--- config.mk ---
export PLATFORM = sky130hd
export DESIGN_NAME = hs_rr_arbiter_flat
export DESIGN_NICKNAME = d
export VERILOG_FILES = /design/src/rtl/hs_rr_arbiter_if.sv /design/src/rtl/hs_rr_arbiter.sv /design/src/flat_wrapper.sv
export SDC_FILE = /design/constraint.sdc
export NUM_CORES = 1
export LEC_CHECK = 0
export ABC_AREA = 1
export CAP_MARGIN = 10
export CORE_AREA = 2 2 52 102
export DETAILED_ROUTE_END_ITERATION = 6
export DIE_AREA = 0 0 54 104
export PLACE_DENSITY_LB_ADDON = 0.3
export RECOVER_POWER = 50
export REMOVE_ABC_BUFFERS = 1
export SKIP_LAST_GASP = 1
export SYNTH_ARGS = -nofsm -noshare
export SYNTH_HDL_FRONTEND = slang
export SYNTH_SLANG_ARGS = --single-unit
--- constraint.sdc ---
create_clock -name clk -period 1.6 [get_ports clk]
set_input_delay 0.48 -clock clk [delete_from_list [all_inputs] [get_ports clk]]
set_output_delay 0.48 -clock clk [all_outputs]
set_load 0.03 [all_outputs]
--- src/rtl/hs_rr_arbiter_if.sv ---
// Bundle of the N sender-side 4-phase channels, the shared receiver channel and the status outputs.
// The arbiter itself connects through the slave modport. The environment that drives it uses the master modport.
interface hs_rr_arbiter_if #(
    parameter int N     = 4,
    parameter int WIDTH = 8
);
    localparam int IW = (N > 1) ? $clog2(N) : 1;

    // 4-phase handshake on both sides:
    // - req rises, then ack rises, then req falls, then ack falls, in that order.
    // - Data belongs to the side raising req and must be valid when req rises.
    logic                 en;
    logic [N-1:0]         s_req;
    logic [N*WIDTH-1:0]   s_data;
    logic [N-1:0]         s_ack;
    logic                 m_req;
    logic                 m_ack;
    logic [WIDTH-1:0]     m_data;
    logic [IW-1:0]        grant_id;
    logic                 busy;
    logic                 err;

    modport master (
        output en, s_req, s_data, m_ack,
        input  s_ack, m_req, m_data, grant_id, busy, err
    );

    modport slave (
        input  en, s_req, s_data, m_ack,
        output s_ack, m_req, m_data, grant_id, busy, err
    );
endinterface

--- src/rtl/hs_rr_arbiter.sv ---
// Round-robin arbiter sharing one 4-phase handshake receiver between N senders.
// The grant is held until both the sender side and the receiver side have closed the full 4-phase cycle.
module hs_rr_arbiter #(
    parameter int N      = 4,
    parameter int WIDTH  = 8,
    parameter int TO_CYC = 255
) (
    input  logic                 clk,
    input  logic                 rst,
    hs_rr_arbiter_if.slave       bus,
    output logic [2:0]           fsm_state
);
    localparam int IW = (N > 1) ? $clog2(N) : 1;
    localparam int CW = (TO_CYC > 1) ? $clog2(TO_CYC) : 1;
    localparam bit TO_EN = (TO_CYC != 0);
    localparam logic [CW-1:0] TO_LAST = CW'((TO_CYC > 0) ? TO_CYC - 1 : 0);

    typedef enum logic [2:0] {
        IDLE  = 3'd0,
        REQ   = 3'd1,
        ACK   = 3'd2,
        REL   = 3'd3,
        ABORT = 3'd4
    } state_t;

    state_t            state;
    logic [IW-1:0]     ptr;
    logic [CW-1:0]     cnt;
    logic [WIDTH-1:0]  data_arr [N];
    logic              found;
    logic [IW-1:0]     win;
    logic [IW-1:0]     sel;
    logic [IW-1:0]     next_ptr;
    logic [N-1:0]      grant_onehot;
    int                idx;

    for (genvar i = 0; i < N; i++) begin : g_unpack
        assign data_arr[i] = bus.s_data[i*WIDTH +: WIDTH];
    end

    // The search runs from ptr+N-1 down to ptr, so the entry nearest ptr is written last and wins.
    always_comb begin
        found = 1'b0;
        win   = '0;
        idx   = 0;
        sel   = '0;
        for (int k = N - 1; k >= 0; k--) begin
            idx = int'(ptr) + k;
            if (idx >= N) idx = idx - N;
            sel = IW'(idx);
            if (bus.s_req[sel]) begin
                found = 1'b1;
                win   = sel;
            end
        end
    end

    assign next_ptr     = (bus.grant_id == IW'(N - 1)) ? '0 : bus.grant_id + IW'(1);
    assign grant_onehot = {{(N-1){1'b0}}, 1'b1} << bus.grant_id;
    assign fsm_state    = state;

    always_ff @(posedge clk) begin
        if (rst) begin
            state        <= IDLE;
            ptr          <= '0;
            cnt          <= '0;
            bus.m_req    <= 1'b0;
            bus.s_ack    <= '0;
            bus.m_data   <= '0;
            bus.grant_id <= '0;
            bus.busy     <= 1'b0;
            bus.err      <= 1'b0;
        end else begin
            bus.err <= 1'b0;
            case (state)
                IDLE: begin
                    if (bus.en && found) begin
                        state        <= REQ;
                        bus.m_req    <= 1'b1;
                        bus.m_data   <= data_arr[win];
                        bus.grant_id <= win;
                        bus.busy     <= 1'b1;
                        cnt          <= '0;
                    end
                end
                REQ: begin
                    // A receiver ack takes priority over a timeout that expires on the same edge.
                    if (bus.m_ack) begin
                        state     <= ACK;
                        bus.s_ack <= grant_onehot;
                    end else if (TO_EN && cnt == TO_LAST) begin
                        state     <= ABORT;
                        bus.m_req <= 1'b0;
                        bus.err   <= 1'b1;
                    end else if (TO_EN) begin
                        cnt <= cnt + CW'(1);
                    end
                end
                ACK: begin
                    if (!bus.s_req[bus.grant_id]) begin
                        state     <= REL;
                        bus.m_req <= 1'b0;
                    end
                end
                REL: begin
                    if (!bus.m_ack) begin
                        state     <= IDLE;
                        bus.s_ack <= '0;
                        bus.busy  <= 1'b0;
                        ptr       <= next_ptr;
                    end
                end
                ABORT: begin
                    // Wait for a late ack to fall so the receiver is idle before the next grant.
                    if (!bus.m_ack) begin
                        state    <= IDLE;
                        bus.busy <= 1'b0;
                        ptr      <= next_ptr;
                    end
                end
                default: begin
                    state     <= IDLE;
                    bus.m_req <= 1'b0;
                    bus.s_ack <= '0;
                    bus.busy  <= 1'b0;
                end
            endcase
        end
    end
endmodule

--- src/flat_wrapper.sv ---
// flat-port wrapper written by rule: the top's interface ports become plain ports
module hs_rr_arbiter_flat 
#(
    parameter int N      = 4,
    parameter int WIDTH  = 8,
    parameter int TO_CYC = 255
)
  (clk, rst, fsm_state, bus_en, bus_s_req, bus_s_data, bus_m_ack, bus_s_ack, bus_m_req, bus_m_data, bus_grant_id, bus_busy, bus_err);
  hs_rr_arbiter_if #(.N(N), .WIDTH(WIDTH)) bus_i ();
  input  logic clk;
  input  logic rst;
  output logic [2:0] fsm_state;
  input wire logic [$bits(bus_i.en)-1:0] bus_en;
  input wire logic [$bits(bus_i.s_req)-1:0] bus_s_req;
  input wire logic [$bits(bus_i.s_data)-1:0] bus_s_data;
  input wire logic [$bits(bus_i.m_ack)-1:0] bus_m_ack;
  output wire logic [$bits(bus_i.s_ack)-1:0] bus_s_ack;
  output wire logic [$bits(bus_i.m_req)-1:0] bus_m_req;
  output wire logic [$bits(bus_i.m_data)-1:0] bus_m_data;
  output wire logic [$bits(bus_i.grant_id)-1:0] bus_grant_id;
  output wire logic [$bits(bus_i.busy)-1:0] bus_busy;
  output wire logic [$bits(bus_i.err)-1:0] bus_err;
  assign bus_i.en = bus_en;
  assign bus_i.s_req = bus_s_req;
  assign bus_i.s_data = bus_s_data;
  assign bus_i.m_ack = bus_m_ack;
  assign bus_s_ack = bus_i.s_ack;
  assign bus_m_req = bus_i.m_req;
  assign bus_m_data = bus_i.m_data;
  assign bus_grant_id = bus_i.grant_id;
  assign bus_busy = bus_i.busy;
  assign bus_err = bus_i.err;
  hs_rr_arbiter #(.N(N), .WIDTH(WIDTH), .TO_CYC(TO_CYC)) u_core (.clk(clk), .rst(rst), .bus(bus_i), .fsm_state(fsm_state));
endmodule
== Word-level counts from Yosys, hierarchy flattened ==
Index checks and enable logic that the tools add are counted.
Cells by class
  $add $sub $neg: 9
  $lt $le $gt $ge: 10
  equal/unequal tests: 15
  shift operators: 1
  multiplexer cells: 47
  bitwise operators: 6
  reductions and logical operators: 14
Operators with widths (count)
  $mux W8: 5
  $mux W2: 9
  $bmux W8 S2: 1
  $pmux W8 S2: 1
  $lt A2 B3 Y1 const B: 5
  $mux W1: 15
  $mux W3: 5
  $ge A3 B3 Y1 const B: 4
  $ne A2 B2 Y1 const B: 6
  $pmux W3 S4: 1
  $pmux W4 S3: 1
  $bmux W1 S2: 5
  $add A8 B1 Y8 const B: 1
  $eq A8 B8 Y1 const B: 1
  $mux W4: 2
  $reduce_and A4 Y1: 2
  $sub A2 B1 Y2 const B: 4
  $add A2 B2 Y3 const B: 2
  $eq A3 B2 Y1 const B: 2
  $reduce_and A3 Y1: 2
  $reduce_or A3 Y1: 2
  $not A1 Y1: 5
  $reduce_and A5 Y1: 1
  $ne A2 B1 Y1 const B: 2
  other kinds (16): 18
Word-level totals
  bits in registers: 30
  input bits: 40
  output and inout bits: 20
  word-level logic and storage cells: 111

== Depth between registers and ports, before layout ==
  depth after elaboration: 13
  depth in mapped cells: 15
  depth with buffers taken out: 14

== Worst setup path after synthesis ==
Ideal clock, no wire load.
  path type: reg-to-reg
  start point: reg u_core.state[0] (netlist: u_core.fsm_state[0])
  end point: reg u_core.cnt[3]
  setup time: 0.119 ns
  arrival time: 1.592 ns
  data required time: 1.481 ns
  setup slack: -0.110 ns
  cell stages (with the launch flop): 11
  path buffers: 1
  period minus slack after synthesis: 1.710 ns
  cell sequence: dfxtp_1 > inv_1 > nor3_2 > inv_1 > nor2_2 > inv_1 > nand3_1 > buf_4 > nor2_1 > o21ai_1 > nor2_1
Between the ends
  word-level cells in the longest chain between the ends: 3
  elaborated cells on any way between the ends: 8
  those cells by class: eq/ne (4); mux (1); reduce/logical (3)
RTL lines
  start: declaration: RTL line hs_rr_arbiter.sv:26  | state_t state;
  start signal: assignment: RTL line hs_rr_arbiter.sv:64  | state <= IDLE;
  start signal: assignment: RTL line hs_rr_arbiter.sv:78  | state <= REQ;
  start signal: assignment: RTL line hs_rr_arbiter.sv:89  | state <= ACK;
  $eq A3 B1 Y1 / $logic_not A3 Y1 (equally long branches): RTL line hs_rr_arbiter.sv:75  | case (state)
  $ne A2 B2 Y1 (no source line), or another cell as far along
  $reduce_and A4 Y1 (no source line)
  end signal: assignment: RTL line hs_rr_arbiter.sv:96  | cnt <= cnt + CW'(1);
  end: declaration: RTL line hs_rr_arbiter.sv:28  | logic [CW-1:0] cnt;
Several ways; a longest one is shown, not always the timed one.
A chain may end at the register's enable or synchronous reset.

== Final worst setup path ==
  start point: reg u_core.ptr[0]
  end point: reg u_core.bus.m_data[6]
Between the ends
  word-level cells in the longest chain between the ends: 13
  elaborated cells on any way between the ends: 37
  those cells by class: add/sub (7); order compare (4); mux (23); bitwise (1); reduce/logical (2)
RTL lines
  start: declaration: RTL line hs_rr_arbiter.sv:27  | logic [IW-1:0] ptr;
  start signal: assignment: RTL line hs_rr_arbiter.sv:110  | ptr <= next_ptr;
  start signal: assignment: RTL line hs_rr_arbiter.sv:118  | ptr <= next_ptr;
  $add A2 B2 Y3: RTL line hs_rr_arbiter.sv:48  | idx = int'(ptr) + k;
  $ge A3 B3 Y1 / $sub A2 B1 Y2 (equally long branches): RTL line hs_rr_arbiter.sv:49  | if (idx >= N) idx = idx - N;
  $mux W2: RTL line hs_rr_arbiter.sv:49
  $bmux W1 S2: RTL line hs_rr_arbiter.sv:51  | if (bus.s_req[sel]) begin
  $mux W1 (implied by the code): RTL line hs_rr_arbiter.sv:51
  $mux W2 (4 in a row): RTL line hs_rr_arbiter.sv:51
  $not A2 Y3 (implied by the code): RTL line hs_rr_arbiter.sv:80  | bus.m_data <= data_arr[win];
  $bmux W8 S2: RTL line hs_rr_arbiter.sv:80
  $mux W8 (implied by the code) (2 in a row): RTL line hs_rr_arbiter.sv:80
  end signal: assignment: RTL line hs_rr_arbiter.sv:80
  end: declaration: RTL line hs_rr_arbiter_if.sv:30  | output s_ack, m_req, m_data, grant_id, busy, err
Several ways; a longest one is shown, not always the timed one. The select of a mux whose other input is x is not followed.

==> reports/metrics.json <==
{
  "asyncSetResetFlopFracSynth_pct": 0,
  "final_critical_path_setup_slack_ns": -0.133,
  "synthDominantAreaCellType": "sky130_fd_sc_hd__dfxtp_1",
  "routed_wire_length_per_instance_um": 14.3,
  "start_util_pct": 41.3,
  "cts_max_path_buffers": 2,
  "worstPathRequired_ns": 1.78,
  "cts.hold.buffers_added": 0,
  "postRouteAntennaNets": 0,
  "drt-vias-per-instance": 5.17,
  "postRouteWirelength_um": 6600,
  "failed_checks": "setup timing",
  "clock_insertion_delay_worst_skew_ns": 0.29,
  "num_vias": 2395,
  "crit_slowest_cell": "sky130_fd_sc_hd__dfxtp_4",
  "core_region_area_mm2": 0.00486,
  "count_of_input_and_output_buffers": 59,
  "diodes": 0,
  "fin_nets": 451,
  "yosys_register_bits": 30,
  "layout.area.seq_um2": 606,
  "cts_tree": "yes",
  "synth_top_flop_cell": "sky130_fd_sc_hd__dfxtp_1",
  "endpoint_kind": "register",
  "area.growth.synth_to_final_pct": 73.9,
  "period_share_pct": 108,
  "outcome": "complete, but fails checks",
  "vdd_drop_max_mv": 1.17,
  "crit_path_start_kind": "register",
  "antenna_violations_before_repair": 0,
  "post_synth_inst_count": 302,
  "die-width_um": 54,
  "numPlacedInstances": 449,
  "timing_hold_violations_final": 0,
  "synth.yosys.seq_area_share_pct": 29.9,
  "largest_net_degree_at_the_start_of_global_routing": 16,
  "drt_iter0_drc": 57,
  "synth.cell_area_mm2": 0.00201,
  "setup.worst_path.class": "register to register",
  "clkSlewWorstSetupHoldPaths_ns": 0.06,
  "timing.max_cap.violations": 0,
  "cpLargestDelayFamily": "compound AO/OA/AOI/OAI gates",
  "drt_drc_violations_left": 0,
  "track_usage_pct": 24.7,
  "floorplan.io_pins": 60,
  "cp.arrival_ns": 1.91,
  "grt_pass1_wl_um": 10600,
  "netlist.area_leader.share_pct": 29.9,
  "root_cell_of_the_clock_tree": "sky130_fd_sc_hd__clkbuf_8",
  "timing.critical_path.cells": "buf_12, inv_16, nand2_8, buf_4, a21oi_2, nor2_4, a21oi_4, nand2_1, a21oi_1, nor2_1",
  "static-leakage-power_nw": 1.60,
  "drtPass1Iterations": 4,
  "max_freq_ghz": 0.577,
  "synth_edf_count": 0,
  "synth.yosys.warnings": 0,
  "total_power_mw": 4.84,
  "layout_min_cycle_time_ns": 1.73,
  "tightestPinTransition_ns": 0.333,
  "layout_cells_sized_above_1_pct": 39.9,
  "die-area_mm2": 0.00562,
  "floorplan_die_height_um": 104,
  "path_max_fanout": 8,
  "timing.hold.worst.class": "register to register",
  "fp-row-count": 36,
  "cpPeakStageDelay_ns": 0.37,
  "final.fill_count": 348,
  "gr-total-overflow": 0,
  "finalSetupViolCount": 19,
  "power_per_cell_area_mw_per_mm2": 1380,
  "finalNonFillerCells": 463,
  "gpl.final_weighted_congestion": 0.883,
  "grt_pass1_vias": 2448,
  "post_synth_num_cell_types": 35,
  "path_buf_inv": 3,
  "detailed_place_hpwl_um": 4530,
  "synth_area_per_cell_um2": 6.66,
  "fin_setup_tns_ns": -1.11,
  "report.final.slew_viol_count": 0,
  "footprint_of_the_multi_input_gates_mm2": 0.00160,
  "cts.sinks": 30,
  "yosys-top-cells-area": "sky130_fd_sc_hd__dfxtp_1, sky130_fd_sc_hd__nand2_1, sky130_fd_sc_hd__nand3_1",
  "finish.instance_area_mm2": 0.00350,
  "finalClockSkew_ns": 0.00779,
  "max_slew_margin_pct": 77.9,
  "cts.htree.levels": 2,
  "cts_buffers": 5,
  "netlist_top_cells_count": "sky130_fd_sc_hd__nand2_1, sky130_fd_sc_hd__nand3_1, sky130_fd_sc_hd__nor2_1",
  "placedInstanceArea_mm2": 0.00290,
  "rsz0062_at_grt": "yes",
  "synthMostInstantiatedCell": "sky130_fd_sc_hd__nand2_1"
}
==> where the power goes <==
group	switching (mW)	internal [mW]
Clock	0.305	0.458
Combinational	1.78	1.25
Sequential	0.139	0.905
==> flip-flops by register name (all words and copies together), names as in the netlist <==
name / cells
u_core.ptr: 2
u_core.bus.grant_id: 2
u_core.bus.busy: 1
u_core.bus.s_ack: 4
u_core.bus.m_data: 8
u_core.fsm_state: 3
u_core.cnt: 8
u_core.bus.m_req: 1
u_core.bus.err: 1
==> layout make-up <==
class | instances | share of cell area, %
clock buffer | 5 | 1.97
clock inverter | 3 | 1.14
inverter | 39 | 5.08
multi-input combinational | 228 | 45.6
sequential | 30 | 17.3
tap | 57 | 2.04
timing repair buffer | 101 | 26.8
==> repair_timing <==
action	4_1_cts	5_1_grt
endpoints found under the hold margin	0	0
gates resized for setup	113	32
pin swaps	34	16
cloned	2	0
buffers inserted	2	2
setup endpoints to repair	39	28
==> worst reg2reg max path: stages, from the launching register on <==
cell                      delay (ns)
sky130_fd_sc_hd__dfxtp_4        0.37
sky130_fd_sc_hd__buf_12         0.15
sky130_fd_sc_hd__inv_16         0.08
sky130_fd_sc_hd__nand2_8        0.06
sky130_fd_sc_hd__buf_4          0.14
sky130_fd_sc_hd__a21oi_2        0.18
sky130_fd_sc_hd__nor2_4         0.07
sky130_fd_sc_hd__a21oi_4        0.30
sky130_fd_sc_hd__nand2_1        0.10
sky130_fd_sc_hd__a21oi_1        0.12
sky130_fd_sc_hd__nor2_1         0.05
==> path summary, 6_finish.rpt <==
| check | from | to | slack [ns] | cells after the start |
|---|---|---|---|---|
| hold reg to reg | u_core.bus.m_data[7] | u_core.bus.m_data[7] | 0.48 | 2 |
| hold / removal | u_core.bus.m_data[7] | u_core.bus.m_data[7] | 0.48 | 2 |
| setup / recovery | u_core.ptr[0] | u_core.bus.m_data[6] | -0.13 | 10 |
| setup reg to reg | u_core.ptr[0] | u_core.bus.m_data[6] | -0.13 | 10 |
==> stage by stage <==
| stage | setup WS (ns) | hold WS, ns | utilization, % |
|---|---|---|---|
| finish | -0.133 | 0.484 | 71.9 |
| global route | -0.193 | 0.493 | 71.9 |
| CTS | -0.0963 | 0.473 | 69.7 |
| detailed placement | -0.684 | 0.464 | 59.6 |
| global placement | -0.606 | 0.461 | 59.6 |
| floorplan | -0.243 | 0.462 | - |
==> cell usage in the layout, fill, tap and decap left out, types with 3 or more instances in the layout <==
master                            instances
sky130_fd_sc_hd__o21ai_1                  5
sky130_fd_sc_hd__inv_2                    3
sky130_fd_sc_hd__a22oi_1                  3
sky130_fd_sc_hd__o21ai_2                  4
sky130_fd_sc_hd__ha_1                     6
sky130_fd_sc_hd__inv_1                   31
sky130_fd_sc_hd__buf_4                   31
sky130_fd_sc_hd__dfxtp_1                 28
sky130_fd_sc_hd__nand3_1                 14
sky130_fd_sc_hd__buf_6                    9
sky130_fd_sc_hd__clkdlybuf4s50_1         35
sky130_fd_sc_hd__nand2_8                  4
sky130_fd_sc_hd__a21oi_1                 11
sky130_fd_sc_hd__nand4_1                  3
sky130_fd_sc_hd__nand2_2                 19
sky130_fd_sc_hd__nand3_2                 21
sky130_fd_sc_hd__clkbuf_2                 4
sky130_fd_sc_hd__nand2_4                 18
sky130_fd_sc_hd__clkbuf_8                 5
sky130_fd_sc_hd__nand2_1                 51
sky130_fd_sc_hd__a21oi_2                  8
sky130_fd_sc_hd__nor2_2                   5
sky130_fd_sc_hd__dlygate4sd2_1           17
sky130_fd_sc_hd__o21ai_0                  7
sky130_fd_sc_hd__nand3_4                  3
sky130_fd_sc_hd__nor2_1                  28
sky130_fd_sc_hd__nor2_4                   6
==> metal layers <==
layer	part of all wire [%]	vias up	GRT usage, %
li1	-	1175	-
met1	36	1136	24.2
met2	58	65	46.0
met3	3.0	19	3.74
met4	3.4	0	11.8
met5	0	-	0
==> cell families (layout without fill, tap and decap cells) <==
kind of cell | after synthesis | in the layout | share of synthesized area, %
and+or+nand+nor | 177 | 178 | 43.4
buffers and inverters | 45 | 148 | 10.3
AOI/OAI and AO/OA | 43 | 43 | 12.2
DFF | 30 | 30 | 29.9
adders and majority gates | 6 | 6 | 3.73
xor gates and xnor gates | 1 | 1 | 0.436
No activity file was read; power rests on OpenSTA's default activity.
